$ cat config.mk
export PLATFORM = sky130hd
export DESIGN_NAME = operand_issue_stage
export DESIGN_NICKNAME = d
export VERILOG_FILES = /design/src/rtl/operand_issue_stage.sv
export SDC_FILE = /design/constraint.sdc
export NUM_CORES = 1
export LEC_CHECK = 0
export BUFFER_PORTS_ARGS = -buffer_cell sky130_fd_sc_hd__buf_4
export CORE_MARGIN = 2
export CORE_UTILIZATION = 35
export DETAILED_ROUTE_END_ITERATION = 16
export GPL_TIMING_DRIVEN = 0
export SETUP_SLACK_MARGIN = 0.02
export SLEW_MARGIN = 30
export SYNTH_ARGS = -nofsm -noshare
export SYNTH_HDL_FRONTEND = slang
export SYNTH_SLANG_ARGS = --single-unit
$ cat constraint.sdc
create_clock -name clk -period 2.7 [get_ports clk]
set_input_delay 0.54 -clock clk [delete_from_list [all_inputs] [get_ports clk]]
set_output_delay 0.54 -clock clk [all_outputs]
set_load 0.01 [all_outputs]
$ cat src/rtl/operand_issue_stage.sv
// operand_issue_stage
//   Decode-to-execute register stage placed directly after the 32-entry
//   register file. It captures both read operands with their decoded control,
//   resolves operands against the MEM and WB results, and bypasses the
//   register-file write happening in the same cycle. While execute is stalled,
//   it keeps the held operands fresh by snooping writebacks. It also detects
//   load-use hazards, stalls decode, inserts a bubble and counts stall cycles.
//
// Ports
//   clk, reset         rising-edge clock, asynchronous active-low reset
//   id_*               decode-side instruction: valid, source/dest indices,
//                      register-file read data, immediate, control
//   flush              kills decode and execute contents (taken branch/jump)
//   ex_ready           execute accepts the held instruction this cycle
//   mem_*              MEM-stage writeback candidate (ALU results only)
//   wb_*               WB register-file write happening this edge
//   id_stall           combinational: decode must hold its instruction
//   ex_*               registered instruction presented to execute
//   stall_count        saturating count of cycles with id_stall asserted
module operand_issue_stage #(
    parameter int unsigned N     = 32,
    parameter int unsigned AW    = 5,
    parameter int unsigned CNT_W = 16
) (
    input  logic             clk,
    input  logic             reset,

    input  logic             id_valid,
    input  logic [AW-1:0]    id_rs1,
    input  logic [AW-1:0]    id_rs2,
    input  logic [N-1:0]     id_rs1_data,
    input  logic [N-1:0]     id_rs2_data,
    input  logic [AW-1:0]    id_rd,
    input  logic [N-1:0]     id_imm,
    input  logic             id_reg_write,
    input  logic             id_mem_read,

    input  logic             flush,
    input  logic             ex_ready,

    input  logic             mem_reg_write,
    input  logic [AW-1:0]    mem_rd,
    input  logic [N-1:0]     mem_data,

    input  logic             wb_reg_write,
    input  logic [AW-1:0]    wb_rd,
    input  logic [N-1:0]     wb_data,

    output logic             id_stall,
    output logic             ex_valid,
    output logic [N-1:0]     ex_rs1_val,
    output logic [N-1:0]     ex_rs2_val,
    output logic [AW-1:0]    ex_rs1,
    output logic [AW-1:0]    ex_rs2,
    output logic [AW-1:0]    ex_rd,
    output logic [N-1:0]     ex_imm,
    output logic             ex_reg_write,
    output logic             ex_mem_read,
    output logic [CNT_W-1:0] stall_count
);

    localparam logic [CNT_W-1:0] CntMax  = '1;
    localparam logic [AW-1:0]    ZeroReg = '0;
    localparam logic [N-1:0]     ZeroVal = '0;

    logic             loadUse;
    logic             holdEx;

    logic             exValidNxt;
    logic [N-1:0]     exRs1ValNxt;
    logic [N-1:0]     exRs2ValNxt;
    logic [AW-1:0]    exRs1Nxt;
    logic [AW-1:0]    exRs2Nxt;
    logic [AW-1:0]    exRdNxt;
    logic [N-1:0]     exImmNxt;
    logic             exRegWriteNxt;
    logic             exMemReadNxt;
    logic [CNT_W-1:0] stallCountNxt;

    // A producer matches a source only if it writes, targets that index, and
    // the index is not the hard-wired zero register.
    function automatic logic regMatch(
        input logic          we,
        input logic [AW-1:0] src,
        input logic [AW-1:0] dst
    );
        return we && (src == dst) && (dst != ZeroReg);
    endfunction

    // Operand resolution at capture: the youngest producer (MEM) wins over
    // WB, and WB wins over the register file, which has not seen this
    // cycle's write yet.
    function automatic logic [N-1:0] captureOperand(
        input logic [AW-1:0] src,
        input logic [N-1:0]  rfData,
        input logic          memWe,
        input logic [AW-1:0] memRd,
        input logic [N-1:0]  memData,
        input logic          wbWe,
        input logic [AW-1:0] wbRd,
        input logic [N-1:0]  wbData
    );
        logic [N-1:0] result;
        result = rfData;
        if (src == ZeroReg) begin
            result = ZeroVal;
        end else if (regMatch(memWe, src, memRd)) begin
            result = memData;
        end else if (regMatch(wbWe, src, wbRd)) begin
            result = wbData;
        end
        return result;
    endfunction

    // Refresh of a held operand while execute is stalled: producers that
    // retire during the stall would otherwise leave a stale value behind.
    function automatic logic [N-1:0] snoopOperand(
        input logic [AW-1:0] src,
        input logic [N-1:0]  held,
        input logic          memWe,
        input logic [AW-1:0] memRd,
        input logic [N-1:0]  memData,
        input logic          wbWe,
        input logic [AW-1:0] wbRd,
        input logic [N-1:0]  wbData
    );
        logic [N-1:0] result;
        result = held;
        if (regMatch(memWe, src, memRd)) begin
            result = memData;
        end else if (regMatch(wbWe, src, wbRd)) begin
            result = wbData;
        end
        return result;
    endfunction

    // Hazard detection and the decode stall
    assign loadUse = id_valid && ex_valid && ex_mem_read && (ex_rd != ZeroReg) &&
                     ((ex_rd == id_rs1) || (ex_rd == id_rs2));
    assign holdEx  = ex_valid && !ex_ready;
    assign id_stall = !flush && id_valid && (loadUse || holdEx);

    // Next-state selection in edge priority: flush, hold, bubble, capture
    always_comb begin
        exValidNxt    = ex_valid;
        exRs1ValNxt   = ex_rs1_val;
        exRs2ValNxt   = ex_rs2_val;
        exRs1Nxt      = ex_rs1;
        exRs2Nxt      = ex_rs2;
        exRdNxt       = ex_rd;
        exImmNxt      = ex_imm;
        exRegWriteNxt = ex_reg_write;
        exMemReadNxt  = ex_mem_read;

        if (flush) begin
            exValidNxt    = 1'b0;
            exRegWriteNxt = 1'b0;
            exMemReadNxt  = 1'b0;
        end else if (holdEx) begin
            exRs1ValNxt = snoopOperand(ex_rs1, ex_rs1_val, mem_reg_write, mem_rd,
                                       mem_data, wb_reg_write, wb_rd, wb_data);
            exRs2ValNxt = snoopOperand(ex_rs2, ex_rs2_val, mem_reg_write, mem_rd,
                                       mem_data, wb_reg_write, wb_rd, wb_data);
        end else if (loadUse) begin
            exValidNxt    = 1'b0;
            exRegWriteNxt = 1'b0;
            exMemReadNxt  = 1'b0;
        end else begin
            exValidNxt    = id_valid;
            exRs1ValNxt   = captureOperand(id_rs1, id_rs1_data, mem_reg_write, mem_rd,
                                           mem_data, wb_reg_write, wb_rd, wb_data);
            exRs2ValNxt   = captureOperand(id_rs2, id_rs2_data, mem_reg_write, mem_rd,
                                           mem_data, wb_reg_write, wb_rd, wb_data);
            exRs1Nxt      = id_rs1;
            exRs2Nxt      = id_rs2;
            exRdNxt       = id_rd;
            exImmNxt      = id_imm;
            exRegWriteNxt = id_valid && id_reg_write;
            exMemReadNxt  = id_valid && id_mem_read;
        end
    end

    // Saturating stall-cycle counter
    always_comb begin
        stallCountNxt = stall_count;
        if (id_stall && (stall_count != CntMax)) begin
            stallCountNxt = stall_count + CNT_W'(1);
        end
    end

    // State register
    always_ff @(posedge clk or negedge reset) begin
        if (!reset) begin
            ex_valid     <= 1'b0;
            ex_rs1_val   <= '0;
            ex_rs2_val   <= '0;
            ex_rs1       <= '0;
            ex_rs2       <= '0;
            ex_rd        <= '0;
            ex_imm       <= '0;
            ex_reg_write <= 1'b0;
            ex_mem_read  <= 1'b0;
            stall_count  <= '0;
        end else begin
            ex_valid     <= exValidNxt;
            ex_rs1_val   <= exRs1ValNxt;
            ex_rs2_val   <= exRs2ValNxt;
            ex_rs1       <= exRs1Nxt;
            ex_rs2       <= exRs2Nxt;
            ex_rd        <= exRdNxt;
            ex_imm       <= exImmNxt;
            ex_reg_write <= exRegWriteNxt;
            ex_mem_read  <= exMemReadNxt;
            stall_count  <= stallCountNxt;
        end
    end

endmodule

==> impl_summary.md <==
Run status
The flow ran to the end, and the final reports show no timing, DRC or antenna violations.

Place
The wire-length estimate of the detail-placed layout is roughly 19 mm. The count of input and output buffers is 313. In this run, placement finished with an instance count of ~1200. Before CTS, the worst setup slack after placement is -214 ps. The global placement routability congestion is 0.813.

Cells and area
The final-layout fill cell count is approximately 1800. In the final design database the tool counted 1144 nets. The fraction of final layout cells sized beyond drive strength 1 is 0.453. The number of standard cells in the final layout excluding fillers is ~1200.

The antenna cell count is 0. In the final layout, flip-flops and latches occupy about 3300 um^2. The area growth from synthesis to layout is 47.5%.

Summing all multi-input logic gate instances after layout gives 3260 um^2.

Clock tree
TritonCTS created 17 clock buffers. The number of post-CTS setup repair buffers is 0. The clock-pin slew on the worst setup and hold paths is around 60 ps. The root buffer selected by CTS is clkbuf_16. The clock reaches the later pin of the worst-skew pair after around 430 ps. The number of buffers on the longest clock path is 2. The CTS tree is done.

The hold buffer count at CTS is 0. CTS built an H-tree with a depth of 4. The clock drives between 100 and 150 sinks.

Synthesis
The library cell occupying the most area in the post-synthesis netlist is dfrtp_1. The cell area after synthesis is 7020 um^2. After synthesis the netlist holds a flip-flop and latch count of 130. In the synthesized netlist, the number of instances is around 600. The share of the Yosys chip area taken by registers is 0.463. The async set-or-reset flop fraction in the synthesized netlist is 1.00. The share of synthesized area in the top cell type comes to 0.463. Sorting the synthesized cells by area gives the leading types as dfrtp_1, a222oi_1, mux2i_1, mux2_2, xor2_1. The synthesized area divided by synthesized cell count is 11.4 um^2. When the netlist entered floorplanning its net count stood at a little over 800.

For this run, the number of Yosys warnings is 0. By count the netlist is led by dfrtp_1, a222oi_1, inv_1, mux2i_1, mux2_2. Among all flip-flop cells after synthesis, the most frequent one is dfrtp_1. By instance count, the leading cell after synthesis is dfrtp_1. The netlist uses 42 different library cells. The number of enable-type register cells in the synthesized netlist is 0.

Global route
The initial antenna violation count is 0. The met3 track utilization from global routing is 0.0639. The busiest metal layer after global routing is met2. The wire length of the first global-routing pass is between 30 and 40 mm. The total grt overflow is 0.

For met2 alone, demand over resource in global routing was 0.382. In the global route stage, met1 resource usage came out at 0.294. In the global route stage, overall resource usage came out at 0.229. The largest net degree at the start of global routing is ~70. The via count of the first global-routing pass is ~6500.

Floorplan
The die height is around 150 um. The die covers approximately 21000 um^2. The floorplan has ~50 rows. The initial utilization of the core area, before any placement, comes to 0.358. Pin placement for this block handled ~330 I/O pins.

The floorplan die width is ~150 um. The core box area is slightly below 20000 um^2.

STA
The final period demand of the worst path is 2490 ps. The relative slew slack is 0.493. The number of hold violations in the final report was 0. The clock tree skew after final layout is approximately 12 ps. The final setup slack of the worst path is 208 ps. The total of endpoints with negative setup slack in the final report is 0. The number of pins exceeding their max-slew limit in the final report is 0. Dividing the final minimum period by the clock period gives 0.923.

The timing-limited maximum frequency is 401 MHz. Setup repair after global routing left no endpoint under its margin. The slew at the pin closest to its max-slew limit is 758 ps.

Power
The net load switching power is between 1500 and 2000 uW. The fraction of power spent switching nets is 0.290. The share of total power dissipated in the clock network is 0.369.

The analysis attributes to cell leakage a power of around 0.0052 uW. The internal power consumption is ~4600 uW. The worst IR drop on VDD is 0.449 mV.

The power share of the combinational group is 0.257. The power density of the placed cells is around 620 nW/um^2. The relative contribution of sequential cells to total power is 0.374.

Critical path
The destination of the worst register-to-register timing path is ex_rs1_val[3]. The critical path's largest stage delay is roughly 700 ps. STA puts the critical path data arrival time at 2830 ps. The kind of launch point of the worst setup path is a flip-flop. The endpoint type of the worst setup path is a flip-flop. The top cell family by delay on the critical path is compound AO/OA/AOI/OAI gates.

In this run the critical register-to-register path is launched from ex_rd[0]. Of all nets on the critical path, the largest fanout is 10. For the worst setup path, the data required time is roughly 3000 ps.

The critical path goes through nor3_1 > a21oi_1 > and2_1 > clkbuf_1 > a211oi_2 > buf_6 > mux2i_1. The largest individual stage delay along the critical path comes from the cell a211oi_2. The type of the setup path with the least slack is flip-flop to flip-flop. The register-to-register setup slack is between 200 and 250 ps. The critical path contains buffers and inverters numbering 2 combined. The number of cells on the worst reg-to-reg path is 7.

Routing
The length of the first detailed-routing pass in iterations is 7. In the routed layout, each cell is associated on average with a via count of slightly above 5. The post-route antenna net violation count is 0. The detailed router finished its first iteration with a little over 600 violations. The per-cell routed wire length is approximately 20 um. For this run, design rule violations remaining after detail routing come to 0. For this block, the via count after detailed routing is roughly 6300.

Wires add up to approximately 25 mm.

Worst hold path
The path class of the tightest hold or removal check is input port to async pin.

Run
The tool flagged a number of max-cap violations equal to 0.
==> repair_timing <==
item | 4_1_cts | 5_1_grt
endpoints found under the hold margin | 0 | 0
setup endpoints to repair | 0 | 20
gates resized for setup | 0 | 4
==> flip-flops by register name (all words and copies together), names as in the netlist <==
name	count
stall_count	16
ex_rs1_val	32
ex_rd	5
ex_mem_read	1
ex_rs1	5
ex_imm	32
ex_valid	1
ex_rs2_val	32
ex_reg_write	1
ex_rs2	5
==> metrics by stage <==
| stage | utilization | hold slack (ps) | setup TNS, ps | total power, uW | cell area [um^2] |
|---|---|---|---|---|---|
| floorplan | - | 244 | 0 | 3190 | 7020 |
| global placement | 0.495 | 488 | -9430 | 4090 | 9700 |
| detailed placement | 0.497 | 488 | -10440 | 4120 | 9740 |
| CTS | 0.528 | 57.5 | 0 | 6540 | 10300 |
| global route | 0.529 | 62.9 | 0 | 6770 | 10400 |
| finish | 0.529 | 19.3 | 0 | 6450 | 10400 |
==> power by group through the flow <==
| stage | registers (uW) | clock network, uW | logic [uW] |
|---|---|---|---|
| after floorplan | 2550 | 0 | 632 |
| after detailed placement | 2450 | 0 | 1670 |
| final | 2410 | 2380 | 1660 |
| after CTS | 2420 | 2440 | 1680 |
| after global placement | 2440 | 0 | 1660 |
| after global routing | 2450 | 2520 | 1800 |
==> logic make-up (layout without fill, tap and decap cells) <==
group                    Yosys count  count (layout)  synth area share
AO/OA/AOI/OAI                     88              88             0.122
XOR/XNOR                          64              64            0.0798
adder cells (fa/ha/maj)            1               1           0.00178
buffers and inverters            110             455            0.0752
flip-flops                       130             130             0.463
multiplexers                     113             113             0.170
AND/OR/NAND/NOR                  110             110            0.0880
==> placed cells by master (no fill, tap or decap), drive strengths merged, types with 5 or more instances in the layout <==
master / instances
a21oi: 5
a222oi: 64
and2: 33
buf: 343
clkbuf: 36
dfrtp: 130
inv: 66
mux2: 49
mux2i: 64
nand2: 11
nand3: 15
nor2: 15
nor3: 9
o21ai: 7
or4: 7
xnor2: 26
xor2: 38
==> layer usage <==
metal	vias to the layer above	share of wire
li1	2926	-
met1	3117	0.42
met2	278	0.49
met3	18	0.076
met4	0	0.012
met5	-	0
==> area by class of cell <==
type                    count  area share
inverters                  64      0.0232
multi-input cells         376       0.314
well taps                 265      0.0320
flip-flops and latches    130       0.314
clock buffers              19      0.0428
clock inverters            12      0.0152
plain buffers              46      0.0280
repair buffers            314       0.230
==> worst max-delay path by stage <==
stage	slack [ps]	endpoint	depth (start not counted)	from
final	210	ex_rs1_val[3]	7	ex_rd[0]
after CTS	140	ex_rs2_val[16]	7	ex_valid
after detailed placement	-210	ex_rs2_val[17]	8	mem_rd[3]
after floorplan	380	ex_rs1_val[0]	8	wb_rd[0]
after global placement	-180	ex_rs2_val[16]	7	wb_rd[4]
after global routing	40	ex_rs1_val[10]	7	ex_rd[0]
No activity file was read; power rests on OpenSTA's default activity.
